**config.mk**
```make
export PLATFORM = sky130hd
export DESIGN_NAME = pc_redirect_stage
export DESIGN_NICKNAME = d
export VERILOG_FILES = /design/src/rtl/pipe_pkg.sv /design/src/rtl/pc_redirect_stage_redir_arbiter.sv /design/src/rtl/pc_redirect_stage.sv
export SDC_FILE = /design/constraint.sdc
export NUM_CORES = 1
export LEC_CHECK = 0
export CORE_ASPECT_RATIO = 1.2
export CORE_MARGIN = 4
export CORE_UTILIZATION = 35
export DETAILED_ROUTE_END_ITERATION = 12
export PLACE_DENSITY = 0.65
export SLEW_MARGIN = 20
export SYNTH_ARGS = -nofsm -noshare
export SYNTH_HDL_FRONTEND = slang
export SYNTH_SLANG_ARGS = --single-unit
```
**constraint.sdc**
```tcl
create_clock -name clk -period 4 [get_ports clk]
set_clock_uncertainty 0.05 [all_clocks]
set_input_delay 0.8 -clock clk [delete_from_list [all_inputs] [get_ports clk]]
set_output_delay 0.8 -clock clk [all_outputs]
set_load 0.01 [all_outputs]
```
**src/rtl/pipe_pkg.sv**
```systemverilog
// Shared pipeline package: stall bus encodings used across the pipeline stages.
package pipe_pkg;

  localparam int STALL_W = 2;

  localparam logic [STALL_W-1:0] STALL_PASS = 2'b00;
  localparam logic [STALL_W-1:0] STALL_HOLD = 2'b01;
  localparam logic [STALL_W-1:0] STALL_BUBB = 2'b10;

  // Width of a source index for a given number of sources (never below 1 bit).
  function automatic int idx_width(input int n);
    return (n > 1) ? $clog2(n) : 1;
  endfunction

endpackage

```
**src/rtl/pc_redirect_stage_redir_arbiter.sv**
```systemverilog
// Fixed-priority redirect arbiter: lowest asserted index wins; target passed through raw.
module redir_arbiter
  import pipe_pkg::*;
#(
  parameter int NUM_REDIR = 3,
  parameter int ADDR_W    = 32,
  localparam int IDX_W    = idx_width(NUM_REDIR)
) (
  input  logic [NUM_REDIR-1:0]        redir_valid_i,
  input  logic [NUM_REDIR*ADDR_W-1:0] redir_pc_i,
  output logic                        hit_o,
  output logic [IDX_W-1:0]            idx_o,
  output logic [ADDR_W-1:0]           target_o
);

  // Scan from lowest priority upward so the lowest asserted index is the last write.
  always_comb begin
    hit_o    = 1'b0;
    idx_o    = '0;
    target_o = '0;
    for (int k = NUM_REDIR - 1; k >= 0; k--) begin
      if (redir_valid_i[k]) begin
        hit_o    = 1'b1;
        idx_o    = IDX_W'(k);
        target_o = redir_pc_i[k*ADDR_W +: ADDR_W];
      end
    end
  end

endmodule

```
**src/rtl/pc_redirect_stage.sv**
```systemverilog
// IF-stage fetch PC register: sequential PC, prioritised redirects, stall obedience,
// redirect latching while frozen, and an epoch tag bumped on every applied redirect.
module pc_redirect_stage
  import pipe_pkg::*;
#(
  parameter int                ADDR_W    = 32,
  parameter int                NUM_REDIR = 3,
  parameter logic [ADDR_W-1:0] RESET_PC  = '0,
  parameter int                INC       = 4,
  parameter int                ALIGN_LSB = 2,
  parameter int                EPOCH_W   = 2
) (
  input  logic                        clk,
  input  logic                        rst,
  input  logic [STALL_W-1:0]          stall,
  input  logic [NUM_REDIR-1:0]        redir_valid_i,
  input  logic [NUM_REDIR*ADDR_W-1:0] redir_pc_i,
  output logic [ADDR_W-1:0]           pc_o,
  output logic                        valid_o,
  output logic [EPOCH_W-1:0]          epoch_o,
  output logic                        pend_valid_o
);

  localparam int IDX_W = idx_width(NUM_REDIR);

  logic [ADDR_W-1:0]  r_pc;
  logic               r_valid;
  logic [EPOCH_W-1:0] r_epoch;
  logic               r_pend_valid;
  logic [IDX_W-1:0]   r_pend_idx;
  logic [ADDR_W-1:0]  r_pend_pc;

  logic               w_arb_hit;
  logic [IDX_W-1:0]   w_arb_idx;
  logic [ADDR_W-1:0]  w_arb_pc;
  logic               w_eff_hit;
  logic [IDX_W-1:0]   w_eff_idx;
  logic [ADDR_W-1:0]  w_eff_pc;

  // Clear the low ALIGN_LSB bits of a redirect target.
  function automatic logic [ADDR_W-1:0] align_pc(input logic [ADDR_W-1:0] a);
    logic [ADDR_W-1:0] m;
    m = '1;
    m = m << ALIGN_LSB;
    return a & m;
  endfunction

  redir_arbiter #(
    .NUM_REDIR (NUM_REDIR),
    .ADDR_W    (ADDR_W)
  ) u_arb (
    .redir_valid_i (redir_valid_i),
    .redir_pc_i    (redir_pc_i),
    .hit_o         (w_arb_hit),
    .idx_o         (w_arb_idx),
    .target_o      (w_arb_pc)
  );

  // Merge latched redirect with this cycle's winner; on equal index the newer one wins.
  always_comb begin
    w_eff_hit = w_arb_hit | r_pend_valid;
    w_eff_idx = w_arb_idx;
    w_eff_pc  = align_pc(w_arb_pc);
    if (r_pend_valid && (!w_arb_hit || (r_pend_idx < w_arb_idx))) begin
      w_eff_idx = r_pend_idx;
      w_eff_pc  = r_pend_pc;
    end
  end

  // PC / valid / epoch / pending update under the stall code.
  always_ff @(posedge clk) begin
    if (rst) begin
      r_pc         <= RESET_PC;
      r_valid      <= 1'b0;
      r_epoch      <= '0;
      r_pend_valid <= 1'b0;
      r_pend_idx   <= '0;
      r_pend_pc    <= '0;
    end else if (stall == STALL_PASS) begin
      if (w_eff_hit) begin
        r_pc         <= w_eff_pc;
        r_valid      <= 1'b1;
        r_epoch      <= r_epoch + 1'b1;
        r_pend_valid <= 1'b0;
        r_pend_idx   <= '0;
        r_pend_pc    <= '0;
      end else if (!r_valid) begin
        r_valid <= 1'b1;
      end else begin
        r_pc <= r_pc + ADDR_W'(INC);
      end
    end else begin
      // Hold, Bubb and the reserved code all freeze the PC and latch any redirect.
      if (stall == STALL_BUBB) begin
        r_valid <= 1'b0;
      end
      if (w_eff_hit) begin
        r_pend_valid <= 1'b1;
        r_pend_idx   <= w_eff_idx;
        r_pend_pc    <= w_eff_pc;
      end
    end
  end

  assign pc_o         = r_pc;
  assign valid_o      = r_valid;
  assign epoch_o      = r_epoch;
  assign pend_valid_o = r_pend_valid;

endmodule

```
==> metrics.md <==
| Metric | Value |
|---|---|
| Async S/R FF share, synth | `0` |
| Detailed-placement wirelength estimate | `11200 µm` |
| Setup WS post-layout | `0.827 ns` |
| Top cell type's share of synthesized area | `0.336` |
| Setup violators final | `0` |
| Post-CTS Setup Bufs | `0` |
| Status | `finished clean` |
| WS Path Type | `in2reg` |
| Pre-CTS setup slack | `0.543 ns` |
| Slew @ Worst Pin | `1.02 ns` |
| Top FF cell, synth | `dfxtp_1` |
| Count leader, synth | `nand2_1` |
| Gate Count Post-Synth | `540` |
| Root buf cell | `clkbuf_16` |
| Yosys reg bits | `70` |
| Die ar. | `0.0137 mm²` |
| Placeable Area | `0.0116 mm²` |
| Post-synth EDFFs | `0` |
| Global Route Usage Sum | `0.215` |
| CP arrival | `3.36 ns` |
| Average cell area after synthesis | `7.72 µm²` |
| Total Routed Length | `14900 µm` |
| Pwr Density | `343 mW/mm²` |
| # rows | `43` |
| Fmax | `315 MHz` |
| Post-CTS Resized | `0` |
| Setup TNS | `0 ns` |
| Placer congestion estimate | `0.896` |
| First-pass GRT wire length | `23800 µm` |
| Fin crit share | `0.793` |
| Die X-Extent | `108 µm` |
| Post-synthesis cell type count | `69` |
| Grt ovf | `0` |
| Residual DRC | `0` |
| Wire length per cell | `18.2 µm` |
| Final ANT Viol Nets | `0` |
| CP Capture Type | `register` |
| Post-Syn Nets | `645` |
| Port-buffer cells | `132` |
| CTS tree | `yes` |
| Layout cells sized above 1 | `0.0860` |
| RSZ-0062 raised after global routing | `no` |
| First DRT Iteration DRCs | `313` |
| R2R setup slack | `1.30 ns` |
| Clock slew at reported path FFs | `0.05 ns` |
| P&R area growth vs syn | `43.1%` |
| Io pins | `139` |
| Setup crit start kind | `input port` |
| Clock Tree Buf Depth | `2` |
| Vias in the first global route | `4661` |
| Clk sink count | `70` |
| Max VDD drop | `218 µV` |
| Shortest period the worst path allows | `3.17 ns` |
| Yosys Warn Count | `0` |
| Register area share after synthesis | `0.336` |
| TritonCTS buffer count | `9` |
| Worst-Skew Late Latency | `0.33 ns` |
| Vias | `4824` |
| Synth area leader | `dfxtp_1` |
| Max-slew violation count | `0` |
| Die H | `128 µm` |
| Initial Utilization | `0.359` |
| Top post-synthesis cells by count | `72 x nand2_1, 70 x dfxtp_1, 66 x a21oi_1` |
| Final core utilization | `0.514` |
| Average vias per placed instance | `5.88` |
| Worst hold path class | `reg2reg` |
| DRT Pass-1 Iters | `8` |
| Final hold slack | `0.398 ns` |
| # diodes | `0` |
| Max Cap Viol | `0` |
| CP Data Required Time | `4.19 ns` |
| Initial antenna violation count | `0` |
| CP max FO | `13` |
| Depth of the CTS H-tree | `3` |
| Final hold violations | `0` |
| Largest net degree at the start of global routing | `43` |
| Worst slew margin | `0.317` |
| Nets | `764` |
| Post-cts hold buffer count | `0` |
| Leak Pwr | `2.05 nW` |
| Fillers | `1185` |
| Syn Std Cell Area | `0.00417 mm²` |
| Synth area leaders | `dfxtp_1 34%, a21oi_1 7.9%, nand2_1 6.5%` |
## path summary, 6_finish.rpt
kind / start / endpoint / cells past startpoint
worst max-delay path: redir_valid_i[1] / pc_o[10]$_SDFFE_PP0P_ / 9
worst max register to register: pc_o[7]$_SDFFE_PP0P_ / pc_o[23]$_SDFFE_PP0P_ / 5
worst min register to register: pc_o[1]$_SDFFE_PP0P_ / pc_o[1]$_SDFFE_PP0P_ / 2
worst min-delay path: pc_o[1]$_SDFFE_PP0P_ / pc_o[1]$_SDFFE_PP0P_ / 2
## state kept, by name (all words and copies together), names as in the netlist
signal and flops:
pc_o 32, r_pend_pc 32, epoch_o 2, r_pend_idx 2
pend_valid_o 1, valid_o 1
## where the power goes
group | leakage [nW] | total [mW] | switching, mW | internal (mW)
clock | 0.146 | 0.830 | 0.289 | 0.541
combinational | 1.33 | 0.422 | 0.202 | 0.220
sequential | 0.575 | 0.794 | 0.0489 | 0.745
## kinds of logic (layout without fill, tap and decap cells)
kind of cell | Yosys count | count (layout) | synth area share
adders and majority gates | 2 | 2 | 0.00600
muxes | 3 | 3 | 0.00750
AOI/OAI and AO/OA | 207 | 207 | 0.344
xor gates and xnor gates | 2 | 2 | 0.00420
and+or+nand+nor | 203 | 203 | 0.244
buffers and inverters | 53 | 176 | 0.0579
DFF | 70 | 70 | 0.336
## placed cells by master, fill, tap and decap left out, types with 4 or more instances in the layout
master	n
clkdlybuf4s50_1	132
nand2_1	72
dfxtp_1	70
a21oi_1	66
nor2_1	41
nand3_1	25
buf_4	22
o211ai_1	20
o21ai_0	18
a221o_1	17
a31oi_1	14
nand4_1	10
a22oi_1	9
nor3_1	9
clkbuf_16	9
nor4_1	8
a211oi_1	7
a221oi_1	6
a21o_1	6
nand3b_1	5
inv_1	5
and2_1	5
and4_1	5
a31o_2	4
o21a_1	4
## per-stage QoR
step / power, mW / std cells / cell area, µm²
after floorplan: 1.01 / 540 / 4170
after global placement: 1.22 / 805 / 5660
after detailed placement: 1.23 / 805 / 5660
after CTS: 2.06 / 820 / 5970
after global routing: 2.13 / 820 / 5970
final: 2.05 / 820 / 5970
## critical path, cell delays in order
cell             delay, ns
clkdlybuf4s50_1       0.43
nor2_1                0.17
nand2_1               0.08
ha_1                  0.28
o21ai_0               0.36
o211ai_1              0.23
nand2_1               0.42
o221ai_1              0.30
a211oi_1              0.28
## cell type report
| type | instances | area, µm² | area share |
|---|---|---|---|
| Sequential cell | 70 | 1400 | 0.235 |
| Tap cell | 157 | 196 | 0.0329 |
| Clock inverter | 4 | 72.6 | 0.0122 |
| Inverter | 6 | 22.5 | 0.00377 |
| Clock buffer | 11 | 233 | 0.0390 |
| Timing Repair Buffer | 155 | 1510 | 0.252 |
| Multi-Input combinational cell | 417 | 2540 | 0.425 |
## per-layer routing
metal	up-vias	wire [µm]	GRT usage
li1	2304	-	-
met5	-	0	0
met2	236	7150	0.352
met1	2261	6310	0.286
met3	23	1160	0.0394
met4	0	293	0.0654
(Power assumes the default switching activity.)
